<file path="src/rtl/fft_sched_pkg.sv">
// Shared definitions for the FFT ping-pong bank scheduler.
//   bank_state_e : life cycle of one working-memory bank
//   NUM_BANKS    : number of ping-pong banks behind the memory mux
package fft_sched_pkg;

  localparam int NUM_BANKS = 2;

  typedef enum logic [2:0] {
    BANK_EMPTY   = 3'd0,
    BANK_LOADING = 3'd1,
    BANK_LOADED  = 3'd2,
    BANK_XFORM   = 3'd3,
    BANK_DONE    = 3'd4,
    BANK_READING = 3'd5
  } bank_state_e;

endpackage

</file>
<file path="src/rtl/fft_bank_fsm.sv">
// Life-cycle tracker for a single FFT working-memory bank.
// The top level only raises a strobe when it is legal for this bank, so
// each strobe is consumed in exactly one state.
//   clk, rst_n : clock, async active-low reset
//   ld_gnt     : bank handed to the loader      (EMPTY   -> LOADING)
//   ld_done    : loader finished the bank       (LOADING -> LOADED)
//   xf_start   : FFT core started on the bank   (LOADED  -> XFORM)
//   xf_done    : FFT core finished the bank     (XFORM   -> DONE)
//   rd_gnt     : bank handed to the reader      (DONE    -> READING)
//   rd_done    : reader finished the bank       (READING -> EMPTY)
//   state      : current bank state (bank_state_e encoding)
module fft_bank_fsm
  import fft_sched_pkg::*;
(
  input  logic       clk,
  input  logic       rst_n,
  input  logic       ld_gnt,
  input  logic       ld_done,
  input  logic       xf_start,
  input  logic       xf_done,
  input  logic       rd_gnt,
  input  logic       rd_done,
  output logic [2:0] state
);

  bank_state_e state_q;
  bank_state_e state_d;

  always_ff @(posedge clk or negedge rst_n) begin
    if (!rst_n) begin
      state_q <= BANK_EMPTY;
    end else begin
      state_q <= state_d;
    end
  end

  always_comb begin
    state_d = state_q;
    unique case (state_q)
      BANK_EMPTY:   if (ld_gnt)   state_d = BANK_LOADING;
      BANK_LOADING: if (ld_done)  state_d = BANK_LOADED;
      BANK_LOADED:  if (xf_start) state_d = BANK_XFORM;
      BANK_XFORM:   if (xf_done)  state_d = BANK_DONE;
      BANK_DONE:    if (rd_gnt)   state_d = BANK_READING;
      BANK_READING: if (rd_done)  state_d = BANK_EMPTY;
      default:                    state_d = BANK_EMPTY;
    endcase
  end

  assign state = state_q;

endmodule

</file>
<file path="src/rtl/fft_bank_sched.sv">
// Ping-pong bank scheduler for the two FFT working memories. Each bank is
// handed in strict frame order to the loader, the FFT core and the reader;
// wmem_id steers the memory mux onto the bank owned by the FFT core.
//   clk, rst_n             : clock, async active-low reset
//   load_req / load_gnt    : loader request (level) / grant pulse
//   load_bank              : bank granted to the loader, held until next grant
//   load_done              : loader finished load_bank
//   fft_start / fft_done   : FFT core start pulse / completion pulse
//   wmem_id                : bank owned by the FFT core (mux select)
//   fft_busy               : FFT core owns a bank
//   rd_req / rd_gnt        : reader request (level) / grant pulse
//   rd_bank                : bank granted to the reader
//   rd_done                : reader finished rd_bank
//   load_stall             : load_req pending without a grant
//   err_proto              : sticky protocol error (stray done pulse)
//   frame_cnt              : frames fully read out, wrapping
//   bank_state             : {bank1, bank0} states for debug
module fft_bank_sched
  import fft_sched_pkg::*;
#(
  parameter int FFT_SIZE  = 4096,
  parameter int CNT_WIDTH = 16
) (
  input  logic                 clk,
  input  logic                 rst_n,
  input  logic                 load_req,
  output logic                 load_gnt,
  output logic                 load_bank,
  input  logic                 load_done,
  output logic                 fft_start,
  output logic                 wmem_id,
  output logic                 fft_busy,
  input  logic                 fft_done,
  input  logic                 rd_req,
  output logic                 rd_gnt,
  output logic                 rd_bank,
  input  logic                 rd_done,
  output logic                 load_stall,
  output logic                 err_proto,
  output logic [CNT_WIDTH-1:0] frame_cnt,
  output logic [5:0]           bank_state
);

  // Frame size only matters to the loader/reader; reject a nonsensical one early.
  if (FFT_SIZE < 2 || (FFT_SIZE & (FFT_SIZE - 1)) != 0) begin : g_bad_size
    $error("fft_bank_sched: FFT_SIZE must be a power of two >= 2");
  end

  logic       ld_ptr;
  logic       fft_ptr;
  logic       rd_ptr;
  logic [2:0] st [NUM_BANKS];

  logic any_loading;
  logic any_reading;
  logic gnt_ld;
  logic go_fft;
  logic gnt_rd;
  logic fin_ld;
  logic fin_fft;
  logic fin_rd;
  logic stray_done;

  assign any_loading = (st[0] == BANK_LOADING) || (st[1] == BANK_LOADING);
  assign any_reading = (st[0] == BANK_READING) || (st[1] == BANK_READING);

  // Grants/starts: only the bank the stage pointer names may be taken,
  // which keeps the banks in frame order. One load in flight at a time.
  assign gnt_ld = load_req && (st[ld_ptr] == BANK_EMPTY) && !any_loading;
  assign go_fft = !fft_busy && (st[fft_ptr] == BANK_LOADED);
  assign gnt_rd = rd_req && (st[rd_ptr] == BANK_DONE);

  // Completions: the bank in a stage is always the one its pointer names,
  // because a pointer only moves on that stage's completion.
  assign fin_ld  = load_done && (st[ld_ptr] == BANK_LOADING);
  assign fin_fft = fft_done && fft_busy;
  assign fin_rd  = rd_done && (st[rd_ptr] == BANK_READING);

  assign stray_done = (load_done && !any_loading) ||
                      (fft_done && !fft_busy) ||
                      (rd_done && !any_reading);

  for (genvar i = 0; i < NUM_BANKS; i++) begin : g_bank
    localparam bit IDX = (i != 0);
    fft_bank_fsm u_fsm (
      .clk      (clk),
      .rst_n    (rst_n),
      .ld_gnt   (gnt_ld  && (ld_ptr  == IDX)),
      .ld_done  (fin_ld  && (ld_ptr  == IDX)),
      .xf_start (go_fft  && (fft_ptr == IDX)),
      .xf_done  (fin_fft && (fft_ptr == IDX)),
      .rd_gnt   (gnt_rd  && (rd_ptr  == IDX)),
      .rd_done  (fin_rd  && (rd_ptr  == IDX)),
      .state    (st[i])
    );
  end

  assign bank_state = {st[1], st[0]};

  // Registered control outputs and stage pointers
  always_ff @(posedge clk or negedge rst_n) begin
    if (!rst_n) begin
      ld_ptr     <= 1'b0;
      fft_ptr    <= 1'b0;
      rd_ptr     <= 1'b0;
      load_gnt   <= 1'b0;
      load_bank  <= 1'b0;
      fft_start  <= 1'b0;
      wmem_id    <= 1'b0;
      fft_busy   <= 1'b0;
      rd_gnt     <= 1'b0;
      rd_bank    <= 1'b0;
      load_stall <= 1'b0;
      err_proto  <= 1'b0;
      frame_cnt  <= '0;
    end else begin
      load_gnt  <= gnt_ld;
      fft_start <= go_fft;
      rd_gnt    <= gnt_rd;
      // While load_gnt is high the request it answers is still visible;
      // that cycle is not a stall.
      load_stall <= load_req && !gnt_ld && !load_gnt;

      if (gnt_ld) load_bank <= ld_ptr;
      if (fin_ld) ld_ptr    <= ~ld_ptr;

      if (go_fft) begin
        wmem_id  <= fft_ptr;
        fft_busy <= 1'b1;
      end else if (fin_fft) begin
        fft_busy <= 1'b0;
        fft_ptr  <= ~fft_ptr;
      end

      if (gnt_rd) rd_bank <= rd_ptr;
      if (fin_rd) begin
        rd_ptr    <= ~rd_ptr;
        frame_cnt <= frame_cnt + 1'b1;
      end

      if (stray_done) err_proto <= 1'b1;
    end
  end

endmodule

</file>
<file path="config.mk">
export PLATFORM = sky130hd
export DESIGN_NAME = fft_bank_sched
export DESIGN_NICKNAME = d
export VERILOG_FILES = /design/src/rtl/fft_sched_pkg.sv /design/src/rtl/fft_bank_fsm.sv /design/src/rtl/fft_bank_sched.sv
export SDC_FILE = /design/constraint.sdc
export NUM_CORES = 1
export LEC_CHECK = 0
export BUFFER_PORTS_ARGS = -buffer_cell sky130_fd_sc_hd__buf_4
export CAP_MARGIN = 20
export CORE_ASPECT_RATIO = 1.2
export CORE_UTILIZATION = 38
export CTS_CLUSTER_DIAMETER = 40
export DETAILED_ROUTE_END_ITERATION = 16
export PLACE_DENSITY = 0.63
export SETUP_SLACK_MARGIN = 0.5
export SYNTH_ARGS = -nofsm -noshare
export SYNTH_HDL_FRONTEND = slang
export SYNTH_SLANG_ARGS = --single-unit
</file>
<file path="constraint.sdc">
create_clock -name clk -period 3.15 [get_ports clk]
set_input_delay 0.1575 -clock clk [delete_from_list [all_inputs] [get_ports clk]]
set_output_delay 0.1575 -clock clk [all_outputs]
set_load 0.01 [all_outputs]
</file>
==> flow_summary.toml, run 1 <==
[status]
outcome = "completed"

[floorplan]
die_x_um = 64.0
num_rows = 26
coreArea_sq_um = 4360
die-area_sq_um = 4900
pin_count = 38
initial_utilization_pct = 40.3
dieHeight_um = 76.5

[worst_setup_path]
rr_startpoint = "g_bank[0].u_fsm.state[2]"
crit_arrival_ns = 2.32
worstSetupPathType = "flop to flop"
startpoint = "g_bank[0].u_fsm.state[2]"
crit_path_end_kind = "flop"
crit_required_ns = 3.33
startpoint_type = "flop"
cp_max_fo = 17

[cells_and_area]
fillCellCount = 440
nets = 220
drive_gt1_share_pct = 24.4
area_growth_syn_to_layout_pct = 23.9
num_antenna_cells = 0

[power]
peakVddDrop_uv = 458
p_leak_nw = 0.964
p_per_area_nw_per_um2 = 850

[drt]
via_count = 1442
drc = 0
post_drt_wl_per_cell_um = 14.3
dr.pass1.iters = 4
dr.first_iter.drc_count = 55
vias_per_cell = 5.36
wirelength_um = 3850
ant_nets = 0

[timing]
fin_tns_setup_ns = 0
timing.final.crit_share_pct = 68.0
slew_viol_final = 0
worst_slack_ns = 1.01
setup_viol = 0
hold_violations = 0
tightestPinTransition_ns = 0.841
rsz0062_at_grt = "no"
min_period_ns = 2.14
slew_headroom_pct = 43.2
skew_ns = 0.00628
fmax_ghz = 0.467

[clocking]
clockBufferDepth = 2
post_cts_buffers = 0
clk_transition_reported_paths_ns = 0.07
post_cts_resized = 0
clk_latency_ns = 0.29
cts_sinks = 34
cts_buffers = 5
cts_tree = "yes"
h-tree-depth = 2
clockRootBuffer = "clkbuf_8"

[global_routing]
track_usage_pct = 17.2
grt_pass1_vias = 1303
grt_max_degree = 35
grt_antenna_before_repair = 0
overflow = 0
grt_first_pass_wirelength_um = 6460

[synth]
synth_top_area_share_pct = 48.5
ys.flop_type = "dfrtp_1"
ys_top_cells_by_area = "dfrtp_1 (48%), xnor2_1 (7.5%), nand3_1 (3.1%)"
ys_warn_count = 0
ys_types = 43
synth_seq_cells = 34
synth_edf_count = 0
synth_largest_area_cell = "dfrtp_1"
yosysSeqAreaShare_pct = 48.5
synth_area_sq_um = 1760
syn-instance-count = 177
syn-num-nets = 185
postSynthAreaPerCell_sq_um = 9.92
postSynth.asyncResetShare_pct = 100

[placement]
hpwlAfterDp_um = 2650
gp_congestion = 0.796
pre_cts_slack_ns = 1.00
io_buffers = 37

[job]
cap_viol_max_count = 0

[min_path]
hold_class = "input pin to flop"
min_from = "load_done"
[layer usage]
| layer | track usage, % | part of all wire, % | wire length (um) | up-vias |
|---|---|---|---|---|
| li1 | - | - | - | 709 |
| met1 | 21.6 | 44 | 1700 | 690 |
| met2 | 27.6 | 50 | 1920 | 37 |
| met3 | 4.19 | 3.9 | 151 | 6 |
| met4 | 7.50 | 2.0 | 78 | 0 |
| met5 | 0 | 0 | 0 | - |
[stage by stage]
stage	area, sq um	utilization (%)	cells	hold slack (ns)	total power, W
floorplan	1760	-	177	-0.138	0.00120
global placement	2060	47.2	260	0.133	0.00146
detailed placement	2060	47.2	260	0.136	0.00146
CTS	2180	49.9	269	0.124	0.00187
global route	2180	49.9	269	0.134	0.00200
finish	2180	49.9	269	0.139	0.00185
[worst paths after layout]
kind                            depth (start not counted)            to  slack, ns
max in group asynchronous                               2     load_bank       2.47
worst max register to register                          3  frame_cnt[1]       1.01
worst min-delay path                                    3        ld_ptr       0.14
min in group asynchronous                               2  frame_cnt[4]       0.35
worst max-delay path                                    3  frame_cnt[1]       1.01
worst min register to register                          1    load_stall       0.44
[registers in the layout, summed over array words and instances (netlist names)]
| name | cells |
|---|---|
| load_gnt | 1 |
| g_bank.u_fsm.state | 6 |
| load_stall | 1 |
| ld_ptr | 1 |
| frame_cnt | 16 |
| fft_busy | 1 |
| rd_gnt | 1 |
| err_proto | 1 |
| fft_start | 1 |
| rd_ptr | 1 |
| wmem_id | 1 |
| load_bank | 1 |
| fft_ptr | 1 |
| rd_bank | 1 |
[final cells by class]
class / instances / area (sq um) / share of cell area [%]
flip-flops and latches: 34 / 851 / 39.1
multi-input cells: 123 / 821 / 37.7
repair buffers: 38 / 288 / 13.2
well taps: 56 / 70.1 / 3.22
clock buffers: 5 / 68.8 / 3.16
clock inverters: 3 / 40.0 / 1.84
inverters: 10 / 37.5 / 1.73
[cell usage after synthesis (3+ instances only)]
| cell type | number |
|---|---|
| o21ai_0 | 5 |
| xnor2_1 | 15 |
| inv_1 | 10 |
| nand2_1 | 13 |
| a21oi_1 | 7 |
| o311ai_0 | 4 |
| o31ai_1 | 3 |
| nor2_1 | 9 |
| nor2b_1 | 4 |
| nand3_1 | 11 |
| a31oi_1 | 5 |
| clkbuf_1 | 8 |
| and3_1 | 3 |
| nand4_1 | 7 |
| nor3_1 | 4 |
| nor3b_1 | 3 |
| dfrtp_1 | 34 |
[layout by cell type (no fill, tap or decap), drive strengths merged, types with 2 or more instances in the layout]
cell type	synthesis	routed
nand3	11	11
nand2	13	13
nor2	9	9
clkbuf	8	5
and3	3	3
o21ai	5	5
o41ai	2	2
o31ai	3	3
xnor2	15	15
mux2	2	2
nor3	4	4
inv	10	10
nor2b	4	4
o311ai	4	4
nor3b	3	3
a21oi	7	7
and2	2	2
buf	2	37
nand4	8	8
clkinv	0	2
mux2i	2	2
nand2b	2	2
or3b	2	2
a31oi	5	5
a311o	2	2
dfrtp	34	34
[kinds of logic after synthesis]
logic type | count (synthesis) | synth area share (%)
flops | 34 | 48.5
mux | 4 | 2.42
compound gates | 35 | 14.6
xor+xnor | 16 | 7.98
simple gates | 67 | 21.0
fa+ha+maj | 1 | 0.713
buf+inv | 20 | 4.78
[power breakdown]
group | leakage [nW] | switching [W] | total, W | internal (W)
registers | 0.435 | 0.000221 | 0.000776 | 0.000555
clock network | 0.0579 | 0.000161 | 0.000394 | 0.000233
logic | 0.471 | 0.000335 | 0.000679 | 0.000344
[what timing repair did]
action,CTS,global route
setup endpoints to repair,0,0
hold buffers,1,0
endpoints found under the hold margin,34,0
[worst max-delay path, stage by stage, from the launching register on]
cell	delay (ns)
dfrtp_1	0.54
or3b_4	0.45
a211oi_4	0.64
mux2_2	0.40
(Power assumes the default switching activity.)
==> run 2, diff against run 1 <==
--- a/config.mk
+++ b/config.mk
@@ -5,13 +5,14 @@
 export SDC_FILE = /design/constraint.sdc
 export NUM_CORES = 1
 export LEC_CHECK = 0
+export ABC_AREA = 1
 export BUFFER_PORTS_ARGS = -buffer_cell sky130_fd_sc_hd__buf_4
 export CAP_MARGIN = 20
 export CORE_ASPECT_RATIO = 1.2
 export CORE_UTILIZATION = 38
 export CTS_CLUSTER_DIAMETER = 40
 export DETAILED_ROUTE_END_ITERATION = 16
-export PLACE_DENSITY = 0.63
+export PLACE_DENSITY = 0.65
 export SETUP_SLACK_MARGIN = 0.5
 export SYNTH_ARGS = -nofsm -noshare
 export SYNTH_HDL_FRONTEND = slang
==> constraint.sdc (replaced) <==
create_clock -name clk -period 1.9 [get_ports clk]
set_input_delay 0.095 -clock clk [delete_from_list [all_inputs] [get_ports clk]]
set_output_delay 0.095 -clock clk [all_outputs]
set_load 0.01 [all_outputs]
==> flow_summary.toml, run 2 <==
[floorplan]
initial_utilization_pct = 40.1
coreArea_sq_um = 4970
die_x_um = 68.1
pin_count = 38
num_rows = 28
dieHeight_um = 81.4
die-area_sq_um = 5540

[worst_setup_path]
crit_required_ns = 2.06
worstSetupPathType = "flop to flop"
r2r-end = "frame_cnt[6]"
r2r_setup_slack_ns = 0.44
slowest_delay_ns = 0.50
r2r_cells = 5
crit_path_end_kind = "flop"
crit_chain = "o21ai_4 > nand3_4 > nor2_8 > nand2_4 > xor2_1"
startpoint_type = "flop"
rr_startpoint = "rd_ptr"
crit_arrival_ns = 1.62
cp_max_fo = 8
cp_slowest_cell = "dfrtp_2"

[drt]
drc = 0
ant_nets = 0
dr.first_iter.drc_count = 84
vias_per_cell = 4.83
via_count = 1859
post_drt_wl_per_cell_um = 12.5
wirelength_um = 4830
dr.pass1.iters = 4

[global_routing]
grt_antenna_before_repair = 0
overflow = 0
grt_pass1_vias = 1853
track_usage_pct = 18.6
grt_first_pass_wirelength_um = 7760
grt_max_degree = 35

[synth]
ys_types = 33
syn-num-nets = 264
synth_area_sq_um = 1990
synth_edf_count = 0
post-synth-top-count-cell = "nand2_1"
yosysSeqAreaShare_pct = 42.7
synth_seq_cells = 34
synth_top_area_share_pct = 42.7
ys.flop_type = "dfrtp_1"
postSynthAreaPerCell_sq_um = 7.79
postSynth.asyncResetShare_pct = 100
synth_largest_area_cell = "dfrtp_1"
syn-instance-count = 256
ys_warn_count = 0
yosys-top-cells-count = "nand2_1 (76), dfrtp_1 (34), inv_1 (33), nor2_1 (21), nand3_1 (15)"
ys_top_cells_by_area = "dfrtp_1 (43%), nand2_1 (14%), inv_1 (6.2%)"

[cells_and_area]
fillCellCount = 457
mostFrequentLayoutCells = "nand2_1 (69), buf_4 (61), inv_1 (31), dfrtp_1 (26), nor2_1 (16)"
regMostFlops = "frame_cnt"
drive_gt1_share_pct = 37.8
final_common_cell = "nand2_1"
nets = 332
largest_register_ff_count = 16
final_core_util_pct = 55.6
area_growth_syn_to_layout_pct = 38.6
num_antenna_cells = 0
stdcell_count = 385

[power]
p_leak_nw = 1.45
peakVddDrop_uv = 667
p_per_area_nw_per_um2 = 1450
p_total_w = 0.00401

[clocking]
clockRootBuffer = "clkbuf_8"
cts_buffers = 5
h-tree-depth = 2
cts_sinks = 34
clk_latency_ns = 0.28
cts_tree = "yes"
clk_transition_reported_paths_ns = 0.08
clockBufferDepth = 2

[timing]
slew_viol_final = 0
timing.final.crit_share_pct = 76.7
setup_viol = 0
hold_violations = 0
fmax_ghz = 0.687
skew_ns = 0.0105
rsz0062_at_grt = "yes"
slew_headroom_pct = 71.0
tightestPinTransition_ns = 0.435
fin_tns_setup_ns = 0
min_period_ns = 1.46
worst_slack_ns = 0.444

[placement]
hpwlAfterDp_um = 3270
pre_cts_slack_ns = 0.259
io_buffers = 37
gp_congestion = 0.803
dp.cells = 349

[status]
outcome = "completed"

[min_path]
min_to = "fft_busy"
min_from = "fft_done"
hold_class = "input pin to flop"
hold_depth = 2

[job]
cap_viol_max_count = 0
[run 2: cell count changes after synthesis, sizes merged, moves of 4 or more]
| cell | delta |
|---|---|
| a31oi | -5 |
| clkbuf | -8 |
| inv | +28 |
| nand2 | +68 |
| nand3 | +7 |
| nor2 | +15 |
| nor2b | -4 |
| o21ai | +6 |
| o311ai | -4 |
| xnor2 | -10 |
| xor2 | +8 |
[run 2: cell type report]
| class | instances | area, sq um | area share [%] |
|---|---|---|---|
| clock buffers | 8 | 110 | 3.98 |
| well taps | 60 | 75.1 | 2.72 |
| multi-input cells | 180 | 1070 | 38.7 |
| repair buffers | 64 | 490 | 17.7 |
| flip-flops and latches | 34 | 861 | 31.1 |
| inverters | 38 | 153 | 5.52 |
| repair inverters | 1 | 5.00 | 0.181 |
[run 2: metrics by stage]
step	hold WS, ns	cell area (sq um)
final	0.0257	2760
after global routing	0.0265	2760
after CTS	0.0176	2560
after detailed placement	0.0779	2310
after global placement	0.0721	2310
after floorplan	-0.201	1990
[run 2: worst max-delay path, delay by kind of cell (launching register included)]
family,cells,cell delay (ns)
flip-flops,1,0.50
AO/OA/AOI/OAI,1,0.22
XOR/XNOR,1,0.16
AND/OR/NAND/NOR,3,0.46
[run 2: worst max-delay path by stage]
| stage | start | depth (start not counted) | endpoint | slack [ns] |
|---|---|---|---|---|
| after global routing | g_bank[1].u_fsm.state[1] | 7 | frame_cnt[6] | 0.37 |
| final | rd_ptr | 5 | frame_cnt[6] | 0.44 |
| after floorplan | g_bank[0].u_fsm.state[0] | 7 | frame_cnt[9] | 0.50 |
| after detailed placement | g_bank[1].u_fsm.state[0] | 7 | frame_cnt[8] | 0.26 |
| after CTS | g_bank[1].u_fsm.state[1] | 8 | frame_cnt[8] | 0.45 |
| after global placement | g_bank[1].u_fsm.state[0] | 7 | frame_cnt[8] | 0.29 |
[run 2: power breakdown]
group,switching [W],total (W),internal (W)
sequential,0.000302,0.00126,0.000962
clock,0.000257,0.000623,0.000366
combinational,0.00115,0.00213,0.000980
total,0.00170,0.00401,0.00231
[run 2: logic make-up after synthesis]
kind of cell / synth area share [%]
buf+inv: 9.22
fa+ha+maj: 0.627
flops: 42.7
xor+xnor: 6.15
simple gates: 34.1
compound gates: 7.21
[run 2: per-layer routing]
layer	routed length [um]	global-route usage (%)	vias to the layer above
li1	-	-	945
met1	2010	21.4	865
met2	2590	32.7	43
met3	152	3.93	6
met4	79	7.50	0
met5	0	0	-
[run 2: timing repair]
action,4_1_cts,5_1_grt
cloned,0,1
gates resized for setup,17,31
setup endpoints to repair,24,25
hold buffers,1,0
pin swaps,0,12
hold endpoints to repair,34,0
setup buffers,13,13
==> run 3, diff against run 2 <==
--- a/config.mk
+++ b/config.mk
@@ -5,14 +5,14 @@
 export SDC_FILE = /design/constraint.sdc
 export NUM_CORES = 1
 export LEC_CHECK = 0
-export ABC_AREA = 1
+export ABC_AREA = 0
 export BUFFER_PORTS_ARGS = -buffer_cell sky130_fd_sc_hd__buf_4
 export CAP_MARGIN = 20
 export CORE_ASPECT_RATIO = 1.2
 export CORE_UTILIZATION = 38
 export CTS_CLUSTER_DIAMETER = 40
 export DETAILED_ROUTE_END_ITERATION = 16
-export PLACE_DENSITY = 0.65
+export PLACE_DENSITY = 0.63
 export SETUP_SLACK_MARGIN = 0.5
 export SYNTH_ARGS = -nofsm -noshare
 export SYNTH_HDL_FRONTEND = slang
==> constraint.sdc (replaced) <==
create_clock -name clk -period 1.4 [get_ports clk]
set_input_delay 0.07 -clock clk [delete_from_list [all_inputs] [get_ports clk]]
set_output_delay 0.07 -clock clk [all_outputs]
set_load 0.01 [all_outputs]
==> flow_summary.toml, run 3 (synthesized netlist as in run 1, its figures left out) <==
[power]
p_per_area_nw_per_um2 = 2090
p_leak_nw = 1.34
p_total_w = 0.00623
power_switching_w = 0.00237
power.internal_w = 0.00386
p_seq_share_pct = 25.3
power_frac_clock_pct = 12.2
power_frac_comb_pct = 62.5
peakVddDrop_uv = 1080
p_sw_share_pct = 38.0

[job]
cap_viol_max_count = 0

[clocking]
cts_tree = "yes"
clockBufferDepth = 2
h-tree-depth = 2
clk_latency_ns = 0.29
cts_sinks = 34
clockRootBuffer = "clkbuf_8"
clk_transition_reported_paths_ns = 0.07
cts_buffers = 5

[timing]
min_period_ns = 1.69
setup_viol = 24
slew_headroom_pct = 69.3
tightestPinTransition_ns = 0.460
holdWs_ns = 0.0454
skew_ns = 0.00838
fmax_ghz = 0.592
rsz0062_at_grt = "yes"
slew_viol_final = 0
fin_tns_setup_ns = -3.75
worst_slack_ns = -0.289
hold_violations = 0
timing.final.crit_share_pct = 121

[drt]
ant_nets = 0
wirelength_um = 5120
post_drt_wl_per_cell_um = 15.8
drc = 0
dr.first_iter.drc_count = 83
vias_per_cell = 5.39
dr.pass1.iters = 4
via_count = 1747

[worst_setup_path]
critPathTopFamily = "simple AND/OR/NAND/NOR gates"
crit_arrival_ns = 1.86
crit_path_end_kind = "flop"
startpoint_type = "flop"
crit_required_ns = 1.57
cp_slowest_cell = "or3b_4"
path_buf_inv = 1
crit_chain = "or3b_4 > a211oi_4 > buf_12 > mux2_2"
cp_max_fo = 16
slowest_delay_ns = 0.43
worstSetupPathType = "flop to flop"

[floorplan]
die_x_um = 64.0
pin_count = 38
num_rows = 26
dieHeight_um = 76.5
initial_utilization_pct = 40.3
coreArea_sq_um = 4360
die-area_sq_um = 4900

[placement]
hpwlAfterDp_um = 3160
gp_congestion = 0.837
io_buffers = 37
pre_cts_slack_ns = -0.281

[global_routing]
grt_max_degree = 35
overflow = 0
grt_pass1_vias = 1741
track_usage_pct = 20.9
grt_first_pass_wirelength_um = 8070
grt_antenna_before_repair = 0

[cells_and_area]
mostFrequentLayoutCells = "buf_4 (44), buf_6 (44), dfrtp_1 (30), xnor2_1 (15), nand2_1 (11)"
drive_gt1_share_pct = 52.2
num_antenna_cells = 0
final_core_util_pct = 68.5
nets = 275
area_growth_syn_to_layout_pct = 70.1
largest_register_ff_count = 16
regMostFlops = "frame_cnt"

[status]
outcome = "finished with violations"
violations = "setup timing"

[min_path]
hold_class = "input pin to flop"
[run 3: cell types whose count changed in the layout (fill, tap and decap cells not counted), sizes merged, moves of 7 or more]
cell / change
buf: +29
inv: -27
nand3: -7
xor2: -8
nand2: -68
xnor2: +10
nor2: -15
[run 3: layout make-up]
cell class	instances	area, sq um
repair buffers	93	896
multi-input cells	123	1030
well taps	56	70.1
flip-flops and latches	34	856
inverters	10	37.5
fillers	324	1370
clock inverters	1	5.00
clock buffers	7	86.3
[run 3: through the flow]
stage | std cells | instance area, sq um
floorplan | 177 | 1870
global placement | 285 | 2320
detailed placement | 285 | 2320
CTS | 309 | 2750
global route | 324 | 2990
finish | 324 | 2990
[run 3: power groups by stage]
stage	Clock (W)	Sequential, W	Combinational [W]
2_1_floorplan	0	0.00160	0.00145
3_3_place_gp	0	0.00152	0.00245
3_5_place_dp	0	0.00154	0.00251
4_1_cts	0.000773	0.00156	0.00329
5_1_grt	0.000832	0.00162	0.00415
6_report	0.000759	0.00158	0.00389
[run 3: repair_timing]
action,CTS,global route
pin swaps,8,10
hold buffers,1,0
hold endpoints to repair,34,0
gates resized for setup,55,33
cloned,1,0
setup endpoints to repair,59,62
setup buffers,14,15
[run 3: worst min-delay path, delay by kind of cell]
kind            cells  cell delay (ns)
simple gates        1             0.05
compound gates      1             0.04
buf+inv             1             0.13
[run 3: path summary, 6_finish.rpt]
kind / slack [ns] / start / end / cells past startpoint
setup / recovery: -0.29 / rd_ptr / frame_cnt[1] / 4
hold / removal: 0.05 / rd_req / rd_gnt / 3
setup reg to reg: -0.29 / rd_ptr / frame_cnt[1] / 4
hold reg to reg: 0.52 / frame_cnt[13] / frame_cnt[13] / 1
max in group asynchronous: 0.77 / rst_n / g_bank[0].u_fsm.state[0] / 2
min in group asynchronous: 0.27 / rst_n / fft_start / 2
[run 3: layer usage]
| metal | vias to the layer above | GRT usage [%] | part of all wire (%) |
|---|---|---|---|
| met4 | 0 | 6.82 | 2.0 |
| met2 | 50 | 37.7 | 54 |
| li1 | 817 | - | - |
| met1 | 868 | 24.5 | 40 |
| met5 | - | 0 | 0 |
| met3 | 12 | 3.74 | 3.8 |
